===== config.mk =====
export PLATFORM = sky130hd
export DESIGN_NAME = accel_spi_responder_flat
export DESIGN_NICKNAME = d
export VERILOG_FILES = /design/src/rtl/accel_spi_responder_if.sv /design/src/rtl/accel_spi_responder.sv /design/src/flat_wrapper.sv
export SDC_FILE = /design/constraint.sdc
export NUM_CORES = 1
export LEC_CHECK = 0
export ABC_CLOCK_PERIOD_IN_PS = 5400
export CAP_MARGIN = 20
export CORE_MARGIN = 10
export CORE_UTILIZATION = 50
export DETAILED_ROUTE_END_ITERATION = 12
export MAX_ROUTING_LAYER = met4
export PLACE_DENSITY_LB_ADDON = 0.05
export REMOVE_ABC_BUFFERS = 1
export SLEW_MARGIN = 10
export SYNTH_ARGS = -nofsm -noshare
export SYNTH_HDL_FRONTEND = slang
export SYNTH_SLANG_ARGS = --single-unit
export TNS_END_PERCENT = 100

===== constraint.sdc =====
create_clock -name clk_clk -period 5.4 [get_ports clk_clk]
set_input_delay 0.81 -clock clk_clk [delete_from_list [all_inputs] [get_ports clk_clk]]
set_output_delay 0.81 -clock clk_clk [all_outputs]
set_load 0.05 [all_outputs]

===== src/rtl/accel_spi_responder_if.sv =====
// 3-wire SPI pins between an initiator and the accelerometer responder.
// The responder only produces drive value and enable; the tristate lives above.
interface accel_spi_responder_if;
  logic spi_sclk;
  logic spi_cs_n;
  logic spi_sdat_i;
  logic spi_sdat_o;
  logic spi_sdat_oe;

  modport master (
    output spi_sclk, spi_cs_n, spi_sdat_i,
    input  spi_sdat_o, spi_sdat_oe
  );

  modport slave (
    input  spi_sclk, spi_cs_n, spi_sdat_i,
    output spi_sdat_o, spi_sdat_oe
  );
endinterface


===== src/rtl/accel_spi_responder.sv =====
// Mode-3, 3-wire SPI register responder for an accelerometer-style device
// with a double-buffered XYZ sample and a data-ready interrupt.
module accel_spi_responder (
  input  logic                  clk_clk,
  input  logic                  reset_reset,
  accel_spi_responder_if.slave  spi,
  output logic                  g_sensor_int,
  input  logic [15:0]           sample_x,
  input  logic [15:0]           sample_y,
  input  logic [15:0]           sample_z,
  input  logic                  sample_valid,
  output logic                  busy
);

  typedef enum logic [1:0] {
    IDLE,
    CMD,
    WR_DATA,
    RD_DATA
  } state_e;

  logic [1:0] sclk_q, cs_q, sdat_q, flush_q;
  logic       sclk_prev_q, cs_prev_q, armed_q;
  logic       sclk_s, cs_s, sdat_s;
  logic       sclk_rise, sclk_fall, cs_rise, cs_fall;

  assign sclk_s    = sclk_q[1];
  assign cs_s      = cs_q[1];
  assign sdat_s    = sdat_q[1];
  assign sclk_rise = sclk_s & ~sclk_prev_q;
  assign sclk_fall = ~sclk_s & sclk_prev_q;
  assign cs_rise   = cs_s & ~cs_prev_q;
  assign cs_fall   = ~cs_s & cs_prev_q;

  // armed_q stays low until a real high cs_n is seen after reset,
  // so a frame cut by reset is ignored to its end.
  always_ff @(posedge clk_clk or posedge reset_reset) begin
    if (reset_reset) begin
      sclk_q      <= 2'b11;
      cs_q        <= 2'b11;
      sdat_q      <= 2'b00;
      flush_q     <= 2'b00;
      sclk_prev_q <= 1'b1;
      cs_prev_q   <= 1'b1;
      armed_q     <= 1'b0;
    end else begin
      sclk_q      <= {sclk_q[0], spi.spi_sclk};
      cs_q        <= {cs_q[0], spi.spi_cs_n};
      sdat_q      <= {sdat_q[0], spi.spi_sdat_i};
      flush_q     <= {flush_q[0], 1'b1};
      sclk_prev_q <= sclk_s;
      cs_prev_q   <= cs_s;
      armed_q     <= armed_q | (flush_q[1] & cs_s);
    end
  end

  state_e     state_q, state_d;
  logic [2:0] cnt_q, cnt_d;
  logic [7:0] rx_q, rx_d, tx_q, tx_d;
  logic [5:0] addr_q, addr_d;
  logic       mb_q, mb_d;
  logic       oe_q, oe_d;
  logic       sdo_q, sdo_d;
  logic       rd_done_q, rd_done_d;

  logic [7:0]  bw_q, bw_d, pwr_q, pwr_d;
  logic [7:0]  ien_q, ien_d, fmt_q, fmt_d;
  logic [47:0] data_q, data_d, pend_q, pend_d;
  logic        pend_v_q, pend_v_d;
  logic        drdy_q, drdy_d;
  logic        int_q, int_d;

  logic [7:0] rd_byte, rx_next;
  logic       we, in_data_rng;
  logic       take, apply, clr;

  assign rx_next     = {rx_q[6:0], sdat_s};
  assign in_data_rng = (addr_q >= 6'h32) && (addr_q <= 6'h37);

  always_comb begin
    rd_byte = 8'h00;
    case (addr_q)
      6'h00:   rd_byte = 8'hE5;
      6'h2C:   rd_byte = bw_q;
      6'h2D:   rd_byte = pwr_q;
      6'h2E:   rd_byte = ien_q;
      6'h30:   rd_byte = {drdy_q, 7'b0};
      6'h31:   rd_byte = fmt_q;
      6'h32:   rd_byte = data_q[7:0];
      6'h33:   rd_byte = data_q[15:8];
      6'h34:   rd_byte = data_q[23:16];
      6'h35:   rd_byte = data_q[31:24];
      6'h36:   rd_byte = data_q[39:32];
      6'h37:   rd_byte = data_q[47:40];
      default: rd_byte = 8'h00;
    endcase
  end

  always_comb begin
    state_d   = state_q;
    cnt_d     = cnt_q;
    rx_d      = rx_q;
    tx_d      = tx_q;
    addr_d    = addr_q;
    mb_d      = mb_q;
    oe_d      = oe_q;
    sdo_d     = sdo_q;
    rd_done_d = rd_done_q;
    we        = 1'b0;
    unique case (state_q)
      IDLE: begin
        if (cs_fall && armed_q) begin
          state_d   = CMD;
          cnt_d     = 3'd0;
          rd_done_d = 1'b0;
        end
      end
      CMD: begin
        if (sclk_rise) begin
          rx_d  = rx_next;
          cnt_d = cnt_q + 3'd1;
          if (cnt_q == 3'd7) begin
            mb_d    = rx_next[6];
            addr_d  = rx_next[5:0];
            state_d = rx_next[7] ? RD_DATA : WR_DATA;
          end
        end
      end
      WR_DATA: begin
        if (sclk_rise) begin
          rx_d  = rx_next;
          cnt_d = cnt_q + 3'd1;
          if (cnt_q == 3'd7) begin
            we = 1'b1;
            if (mb_q) addr_d = addr_q + 6'd1;
          end
        end
      end
      RD_DATA: begin
        // a falling edge at bit 0 starts a fresh byte from the current address
        if (sclk_fall) begin
          oe_d = 1'b1;
          if (cnt_q == 3'd0) begin
            sdo_d = rd_byte[7];
            tx_d  = {rd_byte[6:0], 1'b0};
          end else begin
            sdo_d = tx_q[7];
            tx_d  = {tx_q[6:0], 1'b0};
          end
        end
        if (sclk_rise) begin
          cnt_d = cnt_q + 3'd1;
          if (cnt_q == 3'd7) begin
            if (in_data_rng) rd_done_d = 1'b1;
            if (mb_q) addr_d = addr_q + 6'd1;
          end
        end
      end
      default: state_d = IDLE;
    endcase
    if (state_q != IDLE && cs_rise) begin
      state_d = IDLE;
      cnt_d   = 3'd0;
      oe_d    = 1'b0;
      sdo_d   = 1'b0;
      we      = 1'b0;
    end
  end

  always_comb begin
    bw_d   = bw_q;
    pwr_d  = pwr_q;
    ien_d  = ien_q;
    fmt_d  = fmt_q;
    data_d = data_q;
    pend_d = pend_q;
    take   = sample_valid & pwr_q[3];
    apply  = (state_q == IDLE) & pend_v_q;
    // unapplied new data keeps DATA_READY alive past a data read
    clr    = cs_rise & (state_q == RD_DATA) & rd_done_q & ~pend_v_q;
    if (we) begin
      case (addr_q)
        6'h2C:   bw_d  = rx_next;
        6'h2D:   pwr_d = rx_next;
        6'h2E:   ien_d = rx_next;
        6'h31:   fmt_d = rx_next;
        default: ;
      endcase
    end
    if (apply) data_d = pend_q;
    if (take) pend_d = {sample_z, sample_y, sample_x};
    pend_v_d = take | (pend_v_q & ~apply);
    drdy_d   = take | (drdy_q & ~clr);
    int_d    = drdy_q & ien_q[7];
  end

  always_ff @(posedge clk_clk or posedge reset_reset) begin
    if (reset_reset) begin
      state_q   <= IDLE;
      cnt_q     <= 3'd0;
      rx_q      <= 8'h00;
      tx_q      <= 8'h00;
      addr_q    <= 6'h00;
      mb_q      <= 1'b0;
      oe_q      <= 1'b0;
      sdo_q     <= 1'b0;
      rd_done_q <= 1'b0;
      bw_q      <= 8'h0A;
      pwr_q     <= 8'h00;
      ien_q     <= 8'h00;
      fmt_q     <= 8'h00;
      data_q    <= 48'h0;
      pend_q    <= 48'h0;
      pend_v_q  <= 1'b0;
      drdy_q    <= 1'b0;
      int_q     <= 1'b0;
    end else begin
      state_q   <= state_d;
      cnt_q     <= cnt_d;
      rx_q      <= rx_d;
      tx_q      <= tx_d;
      addr_q    <= addr_d;
      mb_q      <= mb_d;
      oe_q      <= oe_d;
      sdo_q     <= sdo_d;
      rd_done_q <= rd_done_d;
      bw_q      <= bw_d;
      pwr_q     <= pwr_d;
      ien_q     <= ien_d;
      fmt_q     <= fmt_d;
      data_q    <= data_d;
      pend_q    <= pend_d;
      pend_v_q  <= pend_v_d;
      drdy_q    <= drdy_d;
      int_q     <= int_d;
    end
  end

  // enable is masked by synced cs_n so it drops before the FSM unwinds
  assign spi.spi_sdat_oe = oe_q & ~cs_s;
  assign spi.spi_sdat_o  = sdo_q;
  assign g_sensor_int    = int_q;
  assign busy            = (state_q != IDLE);

endmodule

===== src/flat_wrapper.sv =====
// flat-port wrapper written by rule: the top's interface ports become plain ports
module accel_spi_responder_flat 
  (clk_clk, reset_reset, g_sensor_int, sample_x, sample_y, sample_z, sample_valid, busy, spi_spi_sclk, spi_spi_cs_n, spi_spi_sdat_i, spi_spi_sdat_o, spi_spi_sdat_oe);
  accel_spi_responder_if spi_i ();
  input  logic clk_clk;
  input  logic reset_reset;
  output logic g_sensor_int;
  input  logic [15:0] sample_x;
  input  logic [15:0] sample_y;
  input  logic [15:0] sample_z;
  input  logic sample_valid;
  output logic busy;
  input wire logic [$bits(spi_i.spi_sclk)-1:0] spi_spi_sclk;
  input wire logic [$bits(spi_i.spi_cs_n)-1:0] spi_spi_cs_n;
  input wire logic [$bits(spi_i.spi_sdat_i)-1:0] spi_spi_sdat_i;
  output wire logic [$bits(spi_i.spi_sdat_o)-1:0] spi_spi_sdat_o;
  output wire logic [$bits(spi_i.spi_sdat_oe)-1:0] spi_spi_sdat_oe;
  assign spi_i.spi_sclk = spi_spi_sclk;
  assign spi_i.spi_cs_n = spi_spi_cs_n;
  assign spi_i.spi_sdat_i = spi_spi_sdat_i;
  assign spi_spi_sdat_o = spi_i.spi_sdat_o;
  assign spi_spi_sdat_oe = spi_i.spi_sdat_oe;
  accel_spi_responder u_core (.clk_clk(clk_clk), .reset_reset(reset_reset), .spi(spi_i), .g_sensor_int(g_sensor_int), .sample_x(sample_x), .sample_y(sample_y), .sample_z(sample_z), .sample_valid(sample_valid), .busy(busy));
endmodule

== Word level (Yosys, flattened, before mapping) ==
Cells that the tools add are included.
Word-level totals
  register bits after elaboration: 172
  input bits: 54
  RAM bits: 0
  memory bits (read-only): 0
  latch bits: 0
  word-level logic and storage cells: 142
  memories: 0
Operators by class
  bitwise operators: 24
  magnitude comparators: 2
  multipliers: 0
  reductions and logical operators: 27
  divide/modulo/power cells: 0
  add/sub/neg operators: 2
  shifts and indexed selects: 0
  muxes and demuxes: 34
  equality and inequality tests: 28
Operators with widths (count)
  8-bit case mux with 12 select lines: 1
  6-bit equality test (second input constant): 11
  6-bit 2-to-1 mux: 5
  2-bit by 1-bit inequality test with 1-bit output (second input constant): 9
  1-bit 2-to-1 mux: 16
  2-bit AND reduction: 8
  1-bit AND: 14
  3-bit by 1-bit inequality test with 1-bit output (second input constant): 4
  6-bit case mux with 2 select lines: 1
  2-bit nonzero test: 5
  3-bit 2-to-1 mux: 3
  2-bit 2-to-1 mux: 4
  8-bit 2-to-1 mux: 1
  1-bit NOT: 7
  6-bit by 1-bit adder with 6-bit output (second input constant): 1
  6-bit greater-or-equal comparator (second input constant): 1
  6-bit less-or-equal comparator (second input constant): 1
  6-bit logical NOT: 1
  3-bit case mux with 2 select lines: 1
  6-bit AND reduction: 1
  5-bit AND reduction: 1
  2-bit equality test (second input constant): 2
  2-bit case mux with 2 select lines: 1
  4-bit AND reduction: 1
  12 further kinds: 17

== Longest topological paths before layout ==
Gate-level depths: netlist of the first run.
  depth in word-level cells: 8
  depth in mapped cells: 9
  gate-level depth less buffers: 7

== Worst setup path after synthesis of the first run ==
No wires, ideal clock.
  path kind: register -> register
  from: register u_core.state_q[1]
  to: register u_core.bw_q[0]
  clock period less this slack: 2152 ps
  buffers on the path: 0
  stages on the path, launching flop included: 8
  setup slack: 3248 ps
  data required time: 5272 ps
  arrival: 2024 ps
  cells stage by stage: dfrtp_1 inv_1 ha_1 inv_1 and2_1 nor3_4 nand3_4 mux2_1
Between the ends
  cells in the longest elaborated chain, start to end: 4
  elaborated cells between the ends (all ways): 6
Ends and longest elaborated chain
  start, declared: RTL line accel_spi_responder.sv:57  | state_e state_q, state_d;
  start signal, assigned: RTL line accel_spi_responder.sv:218  | state_q <= state_d;
  2-bit nonzero test
  net busy: RTL line flat_wrapper.sv:12  | output logic busy;
  1-bit logical AND: RTL line accel_spi_responder.sv:161  | if (state_q != IDLE && cs_rise) begin
  1-bit 2-to-1 mux: RTL line accel_spi_responder.sv:161
  2-bit AND reduction (no source line)
  end signal, assigned: RTL line accel_spi_responder.sv:227  | bw_q <= bw_d;
  end, declared: RTL line accel_spi_responder.sv:66  | logic [7:0] bw_q, bw_d, pwr_q, pwr_d;
The timed path passes the listed nets, and every way through them passes these cells.
A chain may end at the register's enable or synchronous reset.

== Worst setup path after layout of the first run ==
  from: register u_core.state_q[1]
  to: output port busy
Between the ends
  cells in the longest elaborated chain, start to end: 1
Ends and longest elaborated chain
  2-bit nonzero test: RTL line accel_spi_responder.sv:243  | assign busy = (state_q != IDLE);
  end, declared: RTL line flat_wrapper.sv:12
No other way between the ends.

==> results of run 1 <==
## per-stage QoR
step,hold slack [ps],instances
finish,349.5,811
floorplan,331.2,532
global placement,332.7,776
CTS,353.7,811
global route,358.9,811
detailed placement,336.3,779
## logic make-up after synthesis
kind of cell,after synthesis
mux,143
simple gates,99
other cells,1
flops,171
buf+inv,41
compound gates,97
fa+ha+maj,11
## power by group
group          switching, W  total, W  leakage [nW]  internal, W
combinational      0.000342  0.000556          1.64     0.000213
clock              0.000514   0.00122         0.288     0.000710
sequential         0.000150   0.00149          2.31      0.00134
total               0.00101   0.00327          4.24      0.00227
## registers in the layout, indices dropped and copies added, names as in the netlist, 3 cells and up
register and cells:
u_core.rx_q 7, u_core.data_q 48, u_core.bw_q 8, u_core.fmt_q 8, u_core.tx_q 7, u_core.pend_q 48
u_core.addr_q 6, u_core.cnt_q 3, u_core.ien_q 8, u_core.pwr_q 8
## final timing paths
check                                   from                 to  slack, ps  cells after the start
max                        u_core.state_q[1]               busy       2420                      4
min                         u_core.sdat_q[0]   u_core.sdat_q[1]        350                      0
max reg2reg                u_core.state_q[0]   u_core.addr_q[4]       2450                      8
min reg2reg                 u_core.sdat_q[0]   u_core.sdat_q[1]        350                      0
max in group asynchronous        reset_reset     u_core.bw_q[1]       3370                      3
min in group asynchronous        reset_reset  u_core.pend_q[13]        960                      2
## synthesized netlist by cell type (2+ instances only)
master	n
a211o_1	2
dfrtp_1	163
nand2b_1	2
dfstp_2	8
and2_1	3
a221oi_1	3
a22o_1	4
mux2i_1	6
inv_1	10
buf_4	2
nand3_1	6
nor2b_1	3
ha_1	11
mux2_1	33
nand2_1	27
buf_2	6
clkbuf_1	16
a32oi_1	2
and3_1	12
nand3_4	3
o22ai_1	7
and4_1	4
a222oi_1	11
a21o_1	2
a2bb2oi_1	4
a22oi_1	5
mux2_2	104
nor3b_1	2
nor3_1	2
nand3b_1	4
o21ai_0	9
buf_1	6
nor2_1	21
a21oi_1	20
o21ai_1	8
a211oi_1	3
a31oi_1	3
o211ai_1	2
o32ai_1	2
## layer usage
layer | wire length, um | part of all wire [%] | up-vias
met3 | 516 | 3.1 | 13
met5 | 0 | 0 | -
li1 | - | - | 2178
met2 | 7970 | 48 | 89
met4 | 210 | 1.3 | 0
met1 | 7752 | 47 | 2414
## area by class of cell
type	count	area [um^2]	area share, %
well taps	184	230.2	2.613
multi-input cells	351	3020	34.28
flip-flops and latches	171	4289	48.68
clock inverters	12	133.9	1.519
clock buffers	20	456.7	5.183
repair buffers	63	638.1	7.242
inverters	10	42.54	0.4828
==> reports/summary.txt, run 1 <==
================================================================================
Height of the die                                                       142.3 um
GRT Total Usage                                                           17.43%
Delay-heaviest family, CP                                           buffers and inverters
Finished Core Util                                                        60.39%
Antenna violations before repair                                               0
Final Cycle Share                                                         55.17%
Dominant cells by area after synthesis                              dfrtp_1, mux2_2, mux2_1, dfstp_2, ha_1
Number of violations of the max-capacitance limit                              0
CP max stage cell                                                   clkdlybuf4s50_1
Aggregate routed wire length                                            16.45 mm
Slowest cell delay on critical path                                       810 ps
Maximum clock path buffer count                                                2
Quantity of hold-fixing buffers added after cts                                0
Die Width                                                               142.3 um
Final-stage net count                                                        679
Post-synthesis compound-gate area fraction                                9.266%
Simple-gate share of the synthesized area                                 7.727%
Hpwl dp                                                                 11.53 mm
Wire length per cell                                                    20.28 um
Most frequent cell on the critical path                                    inv_1
Worst relative slew slack                                                 31.65%
Global route overflow                                                          0
Clock Sink Count                                                             171
Post-Synth XOR/XNOR Area                                                      0%
Post-route minimum period                                                2979 ps
Critical Path, Cell by Cell                                         inv_1 > ha_1 > inv_1 > clkdlybuf4s50_1
Async S/R FF share, synth                                                 100.0%
Initial Util                                                              51.28%
Endpoint kind of the worst setup timing path                          output pin
Status                                                              complete, no violations
Most common cell after layout, fill and taps aside                       dfrtp_1
Setup repair after global routing missed its margin                           no
Distinct cell type count after synthesis                                      61
Type of the most critical hold path                                      reg2reg
Highest-count cells in the layout ignoring fill and taps            dfrtp_1, mux2_2, clkdlybuf4s50_1, mux2_1, nand2_1
Total negative slack                                                        0 ps
Number of setup violations in the final report                                 0
Slew at the pin closest to its max-slew limit                            1025 ps
Clock tree from TritonCTS                                                  built
Crit path required time                                                  4590 ps
Register bit total from synthesis                                            171
GRT met3 Usage                                                            4.372%
Detailed-route via count                                                    4694
Wire length of the first global-routing pass                            27.26 mm
Critical Path AT                                                         2170 ps
Full die area                                                         20260 um^2
Total DRC errors in the routed layout                                          0
Max IR drop VDD                                                        0.2616 mV
WS Path Type                                                             reg2out
GRT met1 Usage                                                            23.05%
Busiest layer in global routing                                             met2
Later-pin clock latency in the skew report                                420 ps
Final GP Congestion                                                       0.8731
Count of final max-slew check failures                                         0
Worst slack, placed                                                      2555 ps
Maximum number of pins on one net before global-route repair                 104
H-tree lvl count                                                               4
Number of fill cells                                                        1191
Critical path launch point type                                             flop
Max Freq                                                               335.7 MHz
# rows                                                                        44
Post-route standard cell area excluding fillers                        8811 um^2
Ant. Diodes                                                                    0
Areal power density over the cells                                  371.5 nW/um^2
Placed Instance Area                                                   8220 um^2
First drt pass iteration count                                                 5
I/O pins                                                                      58
Initial drt markers                                                          324
Resize count post-CTS                                                          0
Routed vias/inst                                                           5.788
Number of nets with antenna violations after detailed routing                  0
Fraction of final layout cells with drive strength greater than 1         25.68%
Share of synthesized area spent on multiplexers                           21.42%
Worst Skew                                                              7.473 ps
CTS clock-pin slew for the worst setup and hold paths                      70 ps
Cell taking the most area after synthesis                                dfrtp_1
Post-synthesis adder-cell area fraction                                   1.840%
Area grow syn2layout                                                      17.78%
Leak                                                                    4.240 nW
Prevailing post-synth register cell                                      dfrtp_1
Inserted Clock Buffers                                                        17
Dominant combinational cell family by area after synthesis          multiplexers
Mean instance size in the synthesized netlist                         13.29 um^2
Core region area                                                      14590 um^2
Pwr Total                                                             0.003273 W
Worst-case setup margin in the final layout                              2421 ps
Number of hold violations in the final report                                  0
Number of enable-type register cells in the synthesized netlist                0
Total buffers and inverters traversed by the critical path                     3
Maximum fanout encountered on the critical timing path                         7
# port buffers                                                                57
Mapped cell area                                                       7481 um^2
Number of global-route vias before repair                                   4961
Proportion of synthesized chip area in sequential cells                   57.33%
Post-synth top area share                                                 54.52%
GRT met2 Usage                                                            26.40%
Synth Warn #                                                                   0
Clk root buf                                                           clkbuf_16
Number of cells produced by synthesis                                        563
Post-CTS setup-driven buffer insertion count                                   0
================================================================================
No activity file was read; power rests on OpenSTA's default activity.
==> run 2: changes to the inputs <==
Settings changed: ABC_CLOCK_PERIOD_IN_PS 5400 to 3000.
Clock period 5.4 ns to 3 ns, I/O delays scaled along.
==> run 2 against run 1 <==
Net effect:
- sequential share of layout area down 0.53 points
- wire length increased by 1.4%
- largest power group unchanged
- die area did not move
- critical path type unchanged
- sequential power increased by 80%
- clock skew rose by 3.1 ps
- cell count is 0.49% higher
- worst setup slack lost 2000 ps
- sequential cell count did not move
- cell area increased by 1.1%
- total power rose by 85%
- first-iteration DRC count grew 4.0%
==> reports/summary.txt, run 2 (synthesized netlist as in run 1, its figures left out) <==
================================================================================
Ant. Diodes                                                                    0   unchanged
Number of hold violations in the final report                                  0   unchanged
Hpwl dp                                                                 12.01 mm   +4.2%
Total DRC errors in the routed layout                                          0   unchanged
Inserted Clock Buffers                                                        17   unchanged
Wire length per cell                                                    20.46 um   +0.86%
WS Path Type                                                             reg2out
Cell count after placement                                                   784   +0.64%
Number of standard cells in the final layout excluding fillers               815   +0.49%
Wire length of the first global-routing pass                            27.36 mm   +0.38%
Worst slack, placed                                                     507.9 ps   -2047 ps
Die Width                                                               142.3 um   unchanged
Crit path required time                                                  2550 ps   -2040 ps
Endpoint kind of the worst setup timing path                          output pin
Aggregate routed wire length                                            16.67 mm   +1.4%
Later-pin clock latency in the skew report                                430 ps   about the same
Final-stage net count                                                        684   +0.74%
Clk root buf                                                           clkbuf_16
Critical Path AT                                                         2160 ps   about the same
Sequential cell area                                                   4289 um^2   unchanged
Initial drt markers                                                          337   +4.0%
Setup repair after global routing missed its margin                           no
Slew at the pin closest to its max-slew limit                           817.1 ps   -208.2 ps
Multi-input combinational cell area                                    3020 um^2   unchanged
Global route overflow                                                          0   unchanged
Clock tree from TritonCTS                                                  built
Number of violations of the max-capacitance limit                              0   unchanged
Max Freq                                                               382.9 MHz
Clock Sink Count                                                             171   unchanged
Detailed-route via count                                                    4737   +0.92%
Initial Util                                                              51.28%   unchanged
Resize count post-CTS                                                          0   unchanged
Min Hold Slack                                                          348.6 ps   -0.9120 ps
Final GP Congestion                                                       0.8746   +0.17%
Biggest registers after layout                                      u_core.data_q (48), u_core.pend_q (48)
Core region area                                                      14590 um^2   unchanged
Count of final max-slew check failures                                         0   unchanged
Routed vias/inst                                                           5.812   +0.42%
Post-CTS setup-driven buffer insertion count                                   0   unchanged
Leak                                                                    4.292 nW   +1.2%
Final Cycle Share                                                         87.05%
Full die area                                                         20260 um^2   unchanged
Post-route minimum period                                                2611 ps
Highest-count cells in the layout ignoring fill and taps            dfrtp_1, mux2_2, clkdlybuf4s50_1, mux2_1, nand2_1
First drt pass iteration count                                                 5   unchanged
I/O pins                                                                      58   unchanged
Maximum clock path buffer count                                                2   unchanged
Maximum fanout encountered on the critical timing path                         7   unchanged
Max IR drop VDD                                                        0.5463 mV   +110%
H-tree lvl count                                                               4   unchanged
Area grow syn2layout                                                      19.08%
Most common cell after layout, fill and taps aside                       dfrtp_1
# rows                                                                        44   unchanged
Critical path launch point type                                             flop
Type of the most critical hold path                                      reg2reg
Height of the die                                                       142.3 um   unchanged
Quantity of hold-fixing buffers added after cts                                0   unchanged
Number of setup violations in the final report                                 0   unchanged
Post-route standard cell area excluding fillers                        8909 um^2   +1.1%
Worst relative slew slack                                                 45.33%   +14 points
Maximum number of pins on one net before global-route repair                  57   -45%
Antenna violations before repair                                               0   unchanged
Worst-case setup margin in the final layout                             388.6 ps   -2032 ps
CTS clock-pin slew for the worst setup and hold paths                      60 ps   about the same
# port buffers                                                                57   unchanged
Worst Skew                                                              10.60 ps   +3.128 ps
Number of fill cells                                                        1157   -2.9%
Number of global-route vias before repair                                   5035   +1.5%
Status                                                              complete, no violations
Areal power density over the cells                                  679.7 nW/um^2   +83%
Placed Instance Area                                                   8273 um^2   +0.64%
Reg2Reg Setup Slack                                                       480 ps   -1970 ps
Number of nets with antenna violations after detailed routing                  0   unchanged
GRT Total Usage                                                           17.65%   +0.22 points
Finished Core Util                                                        61.06%   +0.67 points
Fraction of final layout cells with drive strength greater than 1         26.15%   +0.47 points
================================================================================
run 2: cell count changes in the layout (fill, tap and decap cells not counted):
cell,before,now
buf_2,1,0
clkinv_4,1,4
bufinv_16,2,4
buf_12,2,3
inv_6,5,1
clkinvlp_4,2,0
clkinv_2,3,2
buf_4,3,8
clkbuf_8,2,3
run 2: where the power goes:
group	internal, W	leakage, nW	switching [W]
Combinational	0.000408	1.66	0.000618
Sequential	0.00242	2.31	0.000262
Clock	0.00146	0.313	0.000888
run 2: critical path, stage by stage (launching register included):
cell and delay (ps):
dfrtp_1 450, inv_1 90, ha_1 270, inv_1 120, clkdlybuf4s50_1 810
run 2: path summary, 6_finish.rpt:
check	cells after the start	endpoint	from
hold reg to reg	0	u_core.sdat_q[1]	u_core.sdat_q[0]
setup / recovery	4	busy	u_core.state_q[1]
hold / removal	0	u_core.sdat_q[1]	u_core.sdat_q[0]
min in group asynchronous	2	u_core.pend_q[30]	reset_reset
max in group asynchronous	3	u_core.bw_q[1]	reset_reset
setup reg to reg	8	u_core.tx_q[3]	u_core.addr_q[0]
run 2: cell type report:
class	instances	share of cell area, %
Tap cell	184	2.584
Clock inverter	10	1.854
Inverter	10	0.4775
Timing Repair Buffer	68	7.753
Sequential cell	171	48.15
Multi-Input combinational cell	351	33.90
Clock buffer	21	5.281
run 2: routing by layer:
metal  wire length [um]  up-vias  track usage (%)  part of all wire [%]
li1                   -     2178                -                     -
met1               7719     2430            22.99                    46
met2               8119      111            27.57                    49
met3                629       18            4.239                   3.8
met4                204        0            3.834                   1.2
met5                  0        -                -                     0
run 2: through the flow:
stage / total power (W) / setup TNS [ps]
final: 0.006055 / 0
after global placement: 0.003707 / 0
after floorplan: 0.003286 / -343490
after detailed placement: 0.003744 / 0
after global routing: 0.006338 / 0
after CTS: 0.006114 / 0
